**src/rtl/fnd_pkg.sv**
```systemverilog
// Shared types and constants for the FND scan controller and its BCD converter.
package fnd_pkg;

  localparam int NUM_DIGITS = 4;
  localparam int MAX_VALUE  = 9999;
  localparam int BIN_W      = 14;
  localparam int BCD_W      = 4 * NUM_DIGITS;

  typedef enum logic [1:0] {
    CONV_IDLE   = 2'd0,
    CONV_SHIFT  = 2'd1,
    CONV_COMMIT = 2'd2
  } conv_state_t;

  // One double-dabble step: add 3 to every nibble >= 5, then shift in the next binary bit.
  function automatic logic [BCD_W-1:0] dabble_step(input logic [BCD_W-1:0] bcd,
                                                   input logic             in_bit);
    logic [BCD_W-1:0] res;
    res = bcd;
    for (int i = 0; i < NUM_DIGITS; i++) begin
      if (bcd[4*i +: 4] >= 4'd5) res[4*i +: 4] = bcd[4*i +: 4] + 4'd3;
    end
    return {res[BCD_W-2:0], in_bit};
  endfunction

endpackage

```
**src/rtl/bin2bcd_seq.sv**
```systemverilog
// Sequential double-dabble converter: one binary bit per clock, BIN_W shifts per value.
module bin2bcd_seq
  import fnd_pkg::*;
(
  input  logic             i_clk,
  input  logic             i_reset,
  input  logic             i_start,
  input  logic [BIN_W-1:0] i_bin,
  output logic             o_busy,
  output logic             o_done,
  output logic [BCD_W-1:0] o_bcd,
  output conv_state_t      o_state
);

  // Handshake: i_start is taken only while o_busy is low (no queueing); o_done is high
  // for the single COMMIT cycle in which o_bcd holds the finished result.
  localparam int CNT_W = $clog2(BIN_W + 1);

  conv_state_t      state;
  logic [BIN_W-1:0] bin_sr;
  logic [BCD_W-1:0] scratch;
  logic [CNT_W-1:0] shift_cnt;

  always_ff @(posedge i_clk) begin
    if (i_reset) begin
      state     <= CONV_IDLE;
      bin_sr    <= '0;
      scratch   <= '0;
      shift_cnt <= '0;
    end else begin
      case (state)
        CONV_IDLE: begin
          if (i_start) begin
            bin_sr    <= i_bin;
            scratch   <= '0;
            shift_cnt <= '0;
            state     <= CONV_SHIFT;
          end
        end
        CONV_SHIFT: begin
          scratch   <= dabble_step(scratch, bin_sr[BIN_W-1]);
          bin_sr    <= {bin_sr[BIN_W-2:0], 1'b0};
          shift_cnt <= shift_cnt + 1'b1;
          if (shift_cnt == CNT_W'(BIN_W - 1)) state <= CONV_COMMIT;
        end
        CONV_COMMIT: state <= CONV_IDLE;
        default:     state <= CONV_IDLE;
      endcase
    end
  end

  assign o_busy  = (state != CONV_IDLE);
  assign o_done  = (state == CONV_COMMIT);
  assign o_bcd   = scratch;
  assign o_state = state;

endmodule

```
**src/rtl/fnd_scan_controller.sv**
```systemverilog
// Converts a clamped binary value to BCD and scans the four digits onto a
// common-anode FND with per-digit ghost blanking and optional leading-zero suppression.
module fnd_scan_controller
  import fnd_pkg::*;
#(
  parameter int CLK_HZ       = 100_000_000,
  parameter int SCAN_HZ      = 1000,
  parameter int BLANK_CYCLES = 16
) (
  input  logic             i_clk,
  input  logic             i_reset,
  input  logic [BIN_W-1:0] i_value,
  input  logic             i_load,
  input  logic             i_blankLeadingZero,
  output logic [1:0]       o_digitSelect,
  output logic [3:0]       o_value,
  output logic             o_en,
  output logic             o_busy,
  output logic             o_overflow
);

  localparam int DIV     = CLK_HZ / SCAN_HZ;
  localparam int TICK_W  = (DIV > 1) ? $clog2(DIV) : 1;
  localparam int BLANK_W = (BLANK_CYCLES > 0) ? $clog2(BLANK_CYCLES + 1) : 1;

  generate
    if (BLANK_CYCLES <= 0 || BLANK_CYCLES >= DIV) begin : g_bad_blank
      $error("BLANK_CYCLES must satisfy 0 < BLANK_CYCLES < CLK_HZ/SCAN_HZ");
    end
  endgenerate

  conv_state_t             conv_state;
  logic                    conv_busy;
  logic                    conv_done;
  logic [BCD_W-1:0]        conv_bcd;
  logic                    over;
  logic [BIN_W-1:0]        clamped;
  logic                    start;

  assign over    = (i_value > BIN_W'(MAX_VALUE));
  assign clamped = over ? BIN_W'(MAX_VALUE) : i_value;
  assign start   = i_load && (conv_state == CONV_IDLE);

  bin2bcd_seq u_bin2bcd (
    .i_clk   (i_clk),
    .i_reset (i_reset),
    .i_start (start),
    .i_bin   (clamped),
    .o_busy  (conv_busy),
    .o_done  (conv_done),
    .o_bcd   (conv_bcd),
    .o_state (conv_state)
  );

  // Display digits only change on COMMIT, so a scan never sees a half-converted value.
  logic [NUM_DIGITS-1:0][3:0] disp;
  logic                       overflow_q;

  always_ff @(posedge i_clk) begin
    if (i_reset) begin
      disp       <= '0;
      overflow_q <= 1'b0;
    end else begin
      if (start)     overflow_q <= over;
      if (conv_done) disp       <= conv_bcd;
    end
  end

  logic [TICK_W-1:0]  tick;
  logic [BLANK_W-1:0] blank;
  logic [1:0]         sel;

  always_ff @(posedge i_clk) begin
    if (i_reset) begin
      tick  <= '0;
      blank <= BLANK_W'(BLANK_CYCLES);
      sel   <= '0;
    end else if (tick == TICK_W'(DIV - 1)) begin
      tick  <= '0;
      sel   <= sel + 2'd1;
      blank <= BLANK_W'(BLANK_CYCLES);
    end else begin
      tick <= tick + 1'b1;
      if (blank != '0) blank <= blank - 1'b1;
    end
  end

  // A digit is a leading zero when it and every more significant digit are zero.
  logic all_zero;
  logic suppressed;

  always_comb begin
    all_zero   = 1'b1;
    suppressed = 1'b0;
    for (int d = NUM_DIGITS - 1; d > 0; d--) begin
      all_zero = all_zero && (disp[d] == 4'd0);
      if (sel == 2'(d)) suppressed = all_zero;
    end
  end

  assign o_digitSelect = sel;
  assign o_value       = disp[sel];
  assign o_en          = (blank == '0) && !(i_blankLeadingZero && suppressed);
  assign o_busy        = conv_busy;
  assign o_overflow    = overflow_q;

endmodule
```
**config.mk**
```make
export PLATFORM = sky130hd
export DESIGN_NAME = fnd_scan_controller
export DESIGN_NICKNAME = d
export VERILOG_FILES = /design/src/rtl/fnd_pkg.sv /design/src/rtl/bin2bcd_seq.sv /design/src/rtl/fnd_scan_controller.sv
export SDC_FILE = /design/constraint.sdc
export NUM_CORES = 1
export LEC_CHECK = 0
export ABC_AREA = 1
export CORE_MARGIN = 2
export CORE_UTILIZATION = 55
export CTS_BUF_LIST = sky130_fd_sc_hd__clkbuf_4
export CTS_CLUSTER_DIAMETER = 150
export DETAILED_ROUTE_END_ITERATION = 8
export HOLD_SLACK_MARGIN = 0.08
export PLACE_DENSITY_LB_ADDON = 0.1
export SLEW_MARGIN = 40
export SYNTH_ARGS = -nofsm -noshare
export SYNTH_HDL_FRONTEND = slang
export SYNTH_SLANG_ARGS = --single-unit
```
**constraint.sdc**
```tcl
create_clock -name i_clk -period 1.7 [get_ports i_clk]
set_input_delay 0.34 -clock i_clk [delete_from_list [all_inputs] [get_ports i_clk]]
set_output_delay 0.34 -clock i_clk [all_outputs]
set_load 0.01 [all_outputs]
```
-- After elaboration in Yosys (flattened, before gate mapping)
Index checks and enable logic that the tools add are counted.
- output and inout bits: 9
- input port bits: 18
- register bits after elaboration: 77
- mux-type cells: 19
- order comparisons: 6
- reductions and logical operators: 17
- add/sub/neg operators: 8
- eq/ne operators: 9
- operator list (kind ; count):
    case mux 16 bit (2 select lines) ; 1
    2-to-1 mux 14 bit ; 2
    case mux 14 bit (2 select lines) ; 1
    2-to-1 mux 4 bit ; 5
    adder 17 x 1 -> 17 bit (second input constant) ; 1
    equality test 17 bit (second input constant) ; 1
    >= comparator 4 x 3 -> 1 bit (second input constant) ; 4
    2-to-1 mux 16 bit ; 1
    greater-than comparator 14 bit (second input constant) ; 1
    adder 4 x 2 -> 4 bit (second input constant) ; 3
    zero test 4 bit ; 3
    binary-select mux 4 bit (select 2 bit) ; 1
    case mux 4 bit (2 select lines) ; 1
    equality test 2 bit (second input constant) ; 3
    logical AND 1 bit ; 5
    zero test 5 bit ; 1
    nonzero test 5 bit ; 1
    subtractor 5 x 1 -> 5 bit (second input constant) ; 1
    adder 4 x 1 -> 4 bit (second input constant) ; 1
    equality test 2 x 1 -> 1 bit (second input constant) ; 2
    equality test 4 bit (second input constant) ; 1
    2-to-1 mux 2 bit ; 2
    case mux 2 bit (2 select lines) ; 1
    AND reduction 2 bit ; 2
    other kinds (11) ; 14

-- Longest topological paths before layout
Gate-level depths: netlist of run 1.
- depth in word-level cells: 7
- depth in mapped cells: 9
- mapped depth without buffers: 8

-- Cells and area by module
From an unflattened synthesis of run 1, not the netlist that was laid out.
- cell total of the unflattened synthesis: 581
- area, all modules: 3985.1 um^2
- modules (own cells, without submodules) (module ; instances ; area each (um^2) ; cells each ; sequential area each (um^2)):
    fnd_scan_controller ; 1 ; 2135.8 ; 315 ; 820.8
    bin2bcd_seq ; 1 ; 1849.3 ; 266 ; 720.7

-- Worst setup path after synthesis of run 1
OpenSTA, ideal clock, no wires.
- path type: register to output
- from: register sel[0], in the netlist o_digitSelect[0]
- to: output port o_en
- required time: 1.360 ns
- arrival: 1.468 ns
- setup slack: -0.108 ns
- cell stages (with the launch flop): 9
- cell sequence: dfxtp_1 -> inv_1 -> clkbuf_1 -> ha_1 -> nor2_1 -> nor2_1 -> nand2_1 -> nand2_1 -> a21oi_1
- cells in the longest elaborated chain, start to end: 7
- elaborated cells between the ends (all ways): 9
- those cells by class: eq/ne: 3; mux: 3; reduce/logical: 3
- ends and longest elaborated chain (what ; line ; RTL):
    start: declaration ; fnd_scan_controller.sv:71 ; logic [1:0] sel;
    start signal: assignment ; fnd_scan_controller.sv:80 ; sel <= sel + 2'd1;
    equality test 2 bit ; fnd_scan_controller.sv:97 ; if (sel == 2'(d)) suppressed = all_zero;
    2-to-1 mux 1 bit (2 in a row) ; fnd_scan_controller.sv:97 ;
    2-to-1 mux 1 bit * ; fnd_scan_controller.sv:97 ;
    logical AND 1 bit * ; fnd_scan_controller.sv:103 ; assign o_en = (blank == '0) && !(i_blankLeadingZero && suppressed);
    zero test 1 bit * ; fnd_scan_controller.sv:103 ;
    logical AND 1 bit * ; fnd_scan_controller.sv:103 ;
    end: declaration ; fnd_scan_controller.sv:17 ; output logic o_en,
Mark *: on every way between the ends. The rest lies on a longest branch, timed or not.

-- Worst setup path after layout of run 1
Ends and elaborated chain as after synthesis.

==> results.sh, run 1 <==
export IMPL_status="complete, but fails checks"
export IMPL_violations="setup timing"
export IMPL_worstPathCellList="inv_4 -> ha_4 -> nor2_4 -> buf_4 -> nand2_1 -> nand2_2 -> a21oi_2 -> buf_2"
export IMPL_synthAdderAreaFrac_pct=5.01
export IMPL_slowest_delay_ns=0.42
export IMPL_ys_seq_area_share_pct=41.2
export IMPL_htreeDepth=3
export IMPL_synthCells=526
export IMPL_die_w_um=86.5
export IMPL_ios=27
export IMPL_power_density_nw_per_um2=803
export IMPL_end_kind="output port"
export IMPL_finish_instance_area_um2=4440
export IMPL_synth_xor_area_share_pct=2.81
export IMPL_async_flop_share_pct=0
export IMPL_cts_tree="yes"
export IMPL_synth_mux_area_share_pct=0
export IMPL_multiInputGateArea_um2=1990
export IMPL_hold_buffers=0
export IMPL_cp_start_kind="register"
export IMPL_period_share_pct=115
export IMPL_syn_area_per_cell_um2=7.12
export IMPL_cts_max_path_buffers=2
export IMPL_first_pass_iters=4
export IMPL_clk_transition_reported_paths_ns=0.14
export IMPL_hold_viol=0
export IMPL_synth_area_um2=3740
export IMPL_min_period_ns=1.95
export IMPL_cp_slowest_cell="dfxtp_4"
export IMPL_p_total_mw=3.56
export IMPL_initial_utilization_pct=56.0
export IMPL_nNetsFinal=602
export IMPL_worstMarginPinSlew_ns=0.382
export IMPL_max_slew_margin_pct=74.5
export IMPL_seq_area_um2=1550
export IMPL_synth_compound_area_share_pct=16.8
export IMPL_grt_pass1_vias=3174
export IMPL_io_buffer_count=26
export IMPL_synth_edf_count=0
export IMPL_clk_root_buffer_cell="clkbuf_4"
export IMPL_drt_vias_per_instance=5.28
export IMPL_die_area_um2=7480
export IMPL_num_antenna_cells=0
export IMPL_cp_arrival_ns=1.61
export IMPL_hold_path_class="reg -> reg"
export IMPL_ir_worst_vdd_mv=0.445
export IMPL_synth_cell_type_count=32
export IMPL_syn_to_final_growth_pct=18.6
export IMPL_die_y_um=86.5
export IMPL_drc=0
export IMPL_p_leak_nw=1.75
export IMPL_grt_overflow_total=0
export IMPL_numCtsBuffers=9
export IMPL_grt_pass1_wl_mm=13.5
export IMPL_nFillCells=602
export IMPL_clk_latency_ns=0.44
export IMPL_grt_max_degree=36
export IMPL_dp_hpwl_mm=5.43
export IMPL_drive_above_1_share_pct=13.8
export IMPL_ant_nets=0
export IMPL_ys_flop_type="dfxtp_1"
export IMPL_drt_total_wl_mm=8.02
export IMPL_antenna_found_initial=0
export IMPL_rsz0062_at_grt="true"
export IMPL_synth_simple_gate_area_share_pct=26.2
export IMPL_syn_nets=559
export IMPL_dr_first_iter_drc_count=118
export IMPL_path_class="reg -> out"
export IMPL_finalSetupViolations=5
export IMPL_fmax_mhz=512
export IMPL_wl_per_cell_um=12.3
export IMPL_design_core_area_um2=6680
export IMPL_ys_ff_latch=77
export IMPL_setup_slack_ns=-0.252
export IMPL_place_area_um2=4220
export IMPL_finClkSkew_ns=0.0185
export IMPL_path_max_fanout=5
export IMPL_vias=3451
export IMPL_yosys_warnings=0
export IMPL_maxCapViolations=0
export IMPL_slew_viol_final=0
export IMPL_place_congestion=0.865
export IMPL_cts_sinks=77
export IMPL_synth_top_family_by_area="simple AND/OR/NAND/NOR gates"
export IMPL_required_ns=1.36
export IMPL_track_usage_pct=22.2
export IMPL_rows=30
where the power goes:
group | switching [mW] | total [mW] | internal [mW]
Sequential | 0.0516 | 1.95 | 1.89
Combinational | 0.293 | 0.592 | 0.299
Clock | 0.709 | 1.03 | 0.317
cell usage in the layout (no fill, tap or decap), types with 5 or more instances in the layout:
cell             count
nand2_1            116
ha_1                12
o21ai_1              6
buf_4               20
nor2_1              53
nand4_1             11
nand3_1             30
a21oi_1             57
dfxtp_1             73
inv_1               46
clkdlybuf4s50_1     18
nor3_1               9
clkbuf_4             9
xor2_1               8
o21ai_0             32
buf_2                5
cells in the mapped netlist (3+ instances only):
cell type,number,area share (%)
a21boi_1,4,0.80
a21oi_1,60,8.0
buf_2,8,1.1
buf_4,3,0.60
clkbuf_1,8,0.80
dfxtp_1,77,41
ha_1,15,5.0
inv_1,48,4.8
inv_2,4,0.40
nand2_1,117,12
nand3_1,31,4.1
nand4_1,11,1.8
nor2_1,55,5.5
nor2_2,3,0.50
nor3_1,9,1.2
o21a_1,4,0.80
o21ai_0,41,5.5
xnor2_1,4,0.94
xor2_1,8,1.9
final cells by class:
| cell class | count | share of cell area, % |
|---|---|---|
| inverters | 52 | 4.51 |
| multi-input cells | 377 | 44.7 |
| well taps | 80 | 2.25 |
| clock buffers | 9 | 1.52 |
| clock inverters | 7 | 1.30 |
| repair buffers | 52 | 10.7 |
| flip-flops and latches | 77 | 34.9 |
registers in the layout (all words and copies together) (netlist names):
register and flops:
blank 5, o_overflow 1, u_bin2bcd.shift_cnt 4, disp 16, u_bin2bcd.o_state 2, o_digitSelect 2, u_bin2bcd.bin_sr 14, u_bin2bcd.o_bcd 16
tick 17
worst max-delay path: cells and delay by family (launching register included):
kind            cells  cell delay [ns]
flops               1             0.42
buf+inv             3             0.31
simple gates        3             0.23
fa+ha+maj           1             0.16
compound gates      1             0.05
kinds of logic after synthesis:
family | count (synthesis)
compound gates | 118
xor+xnor | 12
fa+ha+maj | 15
buf+inv | 72
flops | 77
simple gates | 232
path summary, 6_finish.rpt:
| check | from | to | slack (ns) | cells past startpoint |
|---|---|---|---|---|
| max | o_digitSelect[0] | o_en | -0.25 | 8 |
| min reg2reg | tick[0] | tick[0] | 0.46 | 1 |
| min | tick[0] | tick[0] | 0.46 | 1 |
| max reg2reg | tick[0] | blank[1] | 0.16 | 7 |
stage by stage:
step                      util (%)  hold WS (ns)  cells  setup slack (ns)  TNS, ns
after global routing          66.5         0.494    654            -0.302   -0.923
after floorplan                  -         0.417    526            0.0117        0
after detailed placement      63.1         0.440    636            -0.255   -0.463
after global placement        63.1         0.431    636            -0.191   -0.263
final                         66.5         0.463    654            -0.252   -0.630
after CTS                     66.0         0.468    654            -0.226   -0.594
routing by layer:
metal | up-vias | global-route usage (%) | share of wire [%]
li1 | 1817 | - | -
met1 | 1575 | 27.6 | 48
met2 | 47 | 38.4 | 48
met3 | 12 | 3.14 | 2.4
met4 | 0 | 9.66 | 1.5
met5 | - | 0 | 0
repair_timing:
action,in CTS,in global routing
pin swaps,6,3
endpoints found under the setup margin,8,27
setup buffers,2,0
resized for setup,51,12
Note: power is estimated with default switching activity, not from simulation.
==> inputs of run 2 (changes only) <==
==> constraint.sdc (replaced) <==
create_clock -name i_clk -period 2.04 [get_ports i_clk]
set_input_delay 0.408 -clock i_clk [delete_from_list [all_inputs] [get_ports i_clk]]
set_output_delay 0.408 -clock i_clk [all_outputs]
set_load 0.01 [all_outputs]
==> run 2 against run 1 <==
  * Utilization down 1.7 points
  * Sequential power down 16%
  * Critical path depth unchanged
  * Final cell count is 1.1% lower
  * Critical path type unchanged
  * The run now ends clean
  * First-iteration DRC count grew 53%
  * Worst setup slack improved by 0.35 ns
  * Critical endpoint unchanged
==> results.sh, run 2 (synthesis results as in run 1) <==
export IMPL_rows=30
export IMPL_nFillCells=602
export IMPL_num_antenna_cells=0
export IMPL_first_pass_iters=4
export IMPL_cts_sinks=77
export IMPL_nNetsFinal=595
export IMPL_dp_hpwl_mm=5.78
export IMPL_max_slew_margin_pct=75.4
export IMPL_drc=0
export IMPL_hold_buffers=0
export IMPL_ant_nets=0
export IMPL_path_class="reg -> out"
export IMPL_cp_start_kind="register"
export IMPL_die_y_um=86.5
export IMPL_grt_pass1_vias=2985
export IMPL_hold_path_class="reg -> reg"
export IMPL_drt_total_wl_mm=8.11
export IMPL_instances_no_fill=647
export IMPL_worstReg2RegStart="tick[0]"
export IMPL_layout_common_cells="nand2_1 (116), dfxtp_1 (74), a21oi_1 (60), nor2_1 (53), inv_1 (45)"
export IMPL_worstMarginPinSlew_ns=0.368
export IMPL_die_w_um=86.5
export IMPL_vias=3439
export IMPL_design_core_area_um2=6680
export IMPL_placed_cells=628
export IMPL_fmax_mhz=514
export IMPL_p_leak_nw=1.71
export IMPL_final_common_cell="nand2_1"
export IMPL_htreeDepth=3
export IMPL_largest_reg_flops=17
export IMPL_dr_first_iter_drc_count=181
export IMPL_grt_max_degree=36
export IMPL_min_period_ns=1.95
export IMPL_period_share_pct=95.4
export IMPL_maxCapViolations=0
export IMPL_clk_transition_reported_paths_ns=0.11
export IMPL_ios=27
export IMPL_antenna_found_initial=0
export IMPL_grt_pass1_wl_mm=13.5
export IMPL_path_max_fanout=3
export IMPL_wl_per_cell_um=12.5
export IMPL_required_ns=1.63
export IMPL_hold_viol=0
export IMPL_cp_arrival_ns=1.54
export IMPL_slew_viol_final=0
export IMPL_ir_worst_vdd_mv=0.697
export IMPL_io_buffer_count=26
export IMPL_drt_vias_per_instance=5.32
export IMPL_die_area_um2=7480
export IMPL_power_density_nw_per_um2=697
export IMPL_initial_utilization_pct=56.0
export IMPL_hp_start="tick[0]"
export IMPL_place_congestion=0.845
export IMPL_end_kind="output port"
export IMPL_clk_root_buffer_cell="clkbuf_4"
export IMPL_fin_hold_ws_ns=0.454
export IMPL_clk_latency_ns=0.44
export IMPL_finalSetupViolations=0
export IMPL_top_register="tick"
export IMPL_startpoint="o_digitSelect[1]"
export IMPL_drive_above_1_share_pct=10.9
export IMPL_cts_max_path_buffers=2
export IMPL_cts_tree="yes"
export IMPL_finClkSkew_ns=0.0250
export IMPL_fin_util_pct=64.7
export IMPL_status="finished clean"
export IMPL_syn_to_final_growth_pct=15.5
export IMPL_track_usage_pct=22.8
export IMPL_numCtsBuffers=9
export IMPL_fin_setup_tns_ns=0
export IMPL_grt_overflow_total=0
[run 2: stage by stage]
step                total power, mW  cell area (um2)  setup WS (ns)
global placement               2.07             4130         0.0350
floorplan                      1.95             3740          0.164
global route                   3.16             4320       -0.00743
finish                         3.02             4320         0.0941
CTS                            2.99             4270        0.00132
detailed placement             2.08             4130        0.00350
[run 2: final cells by class]
class / count / area [um2] / share of cell area, %
Timing Repair Buffer: 45 / 399 / 9.23
Tap cell: 80 / 100 / 2.31
Multi-Input combinational cell: 377 / 1940 / 44.8
Inverter: 52 / 198 / 4.57
Clock inverter: 4 / 48.8 / 1.13
Clock buffer: 12 / 90.1 / 2.08
Sequential cell: 77 / 1550 / 35.9
[run 2: critical path: stages, from the launching register on]
cell and delay (ns):
dfxtp_4 0.39, inv_2 0.04, ha_2 0.18, nor2_4 0.08, nor2_1 0.04, nand2_1 0.05
nand2_1 0.05, a21oi_1 0.13, buf_2 0.14
[run 2: worst paths after layout]
check / cells past startpoint / slack, ns / end
max: 8 / 0.09 / o_en
min reg2reg: 1 / 0.45 / tick[0]
min: 1 / 0.45 / tick[0]
max reg2reg: 7 / 0.62 / tick[12]
[run 2: per-layer routing]
metal	vias up	track usage (%)	wire length [um]
met5	-	0	0
met4	0	10.8	162
met3	14	4.38	262
met2	52	36.8	3780
met1	1573	29.5	3910
li1	1800	-	-
[run 2: what timing repair did]
| item | in CTS | in global routing |
|---|---|---|
| setup buffers | 0 | 3 |
| gates cloned | 0 | 0 |
| setup endpoints to repair | 5 | 5 |
| pin swaps | 1 | 6 |
| resized for setup | 12 | 22 |
[run 2: power by group]
group          leakage, nW  total [mW]  internal (mW)  switching (mW)
registers            0.627        1.63           1.58          0.0542
logic                 1.00       0.453          0.216           0.237
clock network       0.0813       0.930          0.414           0.516
==> inputs of run 3 (changes only) <==
--- a/config.mk
+++ b/config.mk
@@ -13,6 +13,7 @@
 export DETAILED_ROUTE_END_ITERATION = 8
 export HOLD_SLACK_MARGIN = 0.08
 export PLACE_DENSITY_LB_ADDON = 0.1
+export SKIP_LAST_GASP = 1
 export SLEW_MARGIN = 40
 export SYNTH_ARGS = -nofsm -noshare
 export SYNTH_HDL_FRONTEND = slang
==> constraint.sdc (replaced) <==
create_clock -name i_clk -period 2.3 [get_ports i_clk]
set_input_delay 0.46 -clock i_clk [delete_from_list [all_inputs] [get_ports i_clk]]
set_output_delay 0.46 -clock i_clk [all_outputs]
set_load 0.01 [all_outputs]
==> run 3 against run 2 <==
  * Worst setup slack better by 0.079 ns
  * Non-clock buffer count decreased by 6
  * Via count grew 0.49%
  * Die area unchanged
  * Largest power group unchanged
==> results.sh, run 3 (synthesis results as in run 1) <==
export IMPL_status="finished clean"
export IMPL_required_ns=1.84
export IMPL_dp_hpwl_mm=5.88
export IMPL_vias=3456
export IMPL_numCtsBuffers=9
export IMPL_layout_common_cells="nand2_1 (117), dfxtp_1 (75), a21oi_1 (60), nor2_1 (54), inv_1 (48)"
export IMPL_htreeDepth=3
export IMPL_path_buf_inv=3
export IMPL_crit_end="o_value[0]"
export IMPL_drt_vias_per_instance=5.40
export IMPL_worstMarginPinSlew_ns=0.536
export IMPL_slew_viol_final=0
export IMPL_cp_slowest_cell="dfxtp_2"
export IMPL_ant_nets=0
export IMPL_drive_above_1_share_pct=8.04
export IMPL_cp_depth=5
export IMPL_grt_max_degree=36
export IMPL_min_period_ns=2.13
export IMPL_clk_transition_reported_paths_ns=0.12
export IMPL_antenna_found_initial=0
export IMPL_drt_total_wl_mm=8.28
export IMPL_nNetsFinal=589
export IMPL_path_max_fanout=12
export IMPL_pwr_share_seq_pct=50.8
export IMPL_fin_setup_tns_ns=0
export IMPL_max_slew_margin_pct=64.2
export IMPL_initial_utilization_pct=56.0
export IMPL_hold_viol=0
export IMPL_largest_reg_flops=17
export IMPL_cp_arrival_ns=1.67
export IMPL_clk_latency_ns=0.42
export IMPL_critPathTopFamily="buffers and inverters"
export IMPL_place_congestion=0.886
export IMPL_maxCapViolations=0
export IMPL_worstReg2RegStart="tick[0]"
export IMPL_comb_power_share_pct=13.3
export IMPL_num_antenna_cells=0
export IMPL_rows=30
export IMPL_clkPwrFrac_pct=35.9
export IMPL_io_buffer_count=26
export IMPL_fmax_mhz=470
export IMPL_grt_pass1_wl_mm=13.9
export IMPL_slowest_delay_ns=0.35
export IMPL_power_density_nw_per_um2=667
export IMPL_final_common_cell="nand2_1"
export IMPL_cp_common_cell="o21ai_0"
export IMPL_ir_worst_vdd_mv=0.276
export IMPL_cp_start_kind="register"
export IMPL_reg2reg_slack_ns=0.61
export IMPL_first_pass_iters=4
export IMPL_die_w_um=86.5
export IMPL_cts_tree="yes"
export IMPL_p_sw_share_pct=25.0
export IMPL_drc=0
export IMPL_syn_to_final_growth_pct=14.4
export IMPL_wl_per_cell_um=12.9
export IMPL_path_class="reg -> out"
export IMPL_track_usage_pct=23.4
export IMPL_finClkSkew_ns=0.0117
export IMPL_hold_path_class="reg -> reg"
export IMPL_finalSetupViolations=0
export IMPL_die_y_um=86.5
export IMPL_intPower_mw=2.14
export IMPL_grt_pass1_vias=3137
export IMPL_die_area_um2=7480
export IMPL_clk_root_buffer_cell="clkbuf_4"
export IMPL_p_leak_nw=1.69
export IMPL_rsz0062_at_grt="false"
export IMPL_worstPathCellList="inv_1 -> buf_4 -> o21ai_0 -> o21ai_0 -> dlygate4sd2_1"
export IMPL_cts_sinks=77
export IMPL_end_kind="output port"
export IMPL_top_register="tick"
export IMPL_power_switching_mw=0.714
export IMPL_design_core_area_um2=6680
export IMPL_ios=27
export IMPL_period_share_pct=92.5
export IMPL_cts_max_path_buffers=2
export IMPL_reg2reg_to="blank[3]"
export IMPL_fin_util_pct=64.1
export IMPL_reg2reg_depth=7
export IMPL_startpoint="o_digitSelect[0]"
export IMPL_dr_first_iter_drc_count=172
export IMPL_grt_overflow_total=0
[run 3: metal layers]
metal  track usage [%]  routed length (um)  vias up
met2              36.8                3720       73
met5                 0                   0        -
met4              9.09                 203        0
met3              4.00                 344       18
li1                  -                   -     1774
met1              32.2                4020     1591
[run 3: worst min-delay path by stage]
stage / startpoint / end / slack, ns / depth (start not counted)
after floorplan: tick[0] / tick[0] / 0.42 / 1
after global placement: tick[0] / tick[0] / 0.43 / 1
after detailed placement: tick[0] / tick[0] / 0.45 / 1
after CTS: o_overflow / o_overflow / 0.47 / 2
after global routing: u_bin2bcd.bin_sr[2] / u_bin2bcd.bin_sr[2] / 0.48 / 2
final: tick[0] / tick[0] / 0.47 / 1
[run 3: power by group through the flow]
stage	combinational (mW)	sequential (mW)	clock [mW]
after floorplan	0.258	1.47	0
after global placement	0.345	1.47	0
after detailed placement	0.358	1.48	0
after CTS	0.366	1.45	1.05
after global routing	0.429	1.46	1.10
final	0.381	1.45	1.03
[run 3: cell type report]
| cell class | instances | area [um2] |
|---|---|---|
| clock buffers | 11 | 82.6 |
| inverters | 52 | 195 |
| clock inverters | 4 | 97.6 |
| multi-input cells | 377 | 1910 |
| fillers | 632 | 2400 |
| well taps | 80 | 100 |
| flip-flops and latches | 77 | 1550 |
| repair buffers | 39 | 348 |
[run 3: repair_timing]
item                                    4_1_cts  5_1_grt
hold buffers                                  0        0
endpoints found under the setup margin        5        1
pin swaps                                     0        1
buffers inserted                              0        2
resized for setup                             8        5
[run 3: through the flow]
| stage | instance area [um2] | total power, mW | std cells | setup WS [ns] | hold WS [ns] |
|---|---|---|---|---|---|
| floorplan | 3740 | 1.73 | 526 | 0.372 | 0.417 |
| global placement | 4080 | 1.82 | 623 | 0.200 | 0.433 |
| detailed placement | 4080 | 1.84 | 623 | 0.125 | 0.447 |
| CTS | 4270 | 2.87 | 638 | 0.0328 | 0.475 |
| global route | 4280 | 2.99 | 640 | 0.0596 | 0.483 |
| finish | 4280 | 2.86 | 640 | 0.173 | 0.467 |
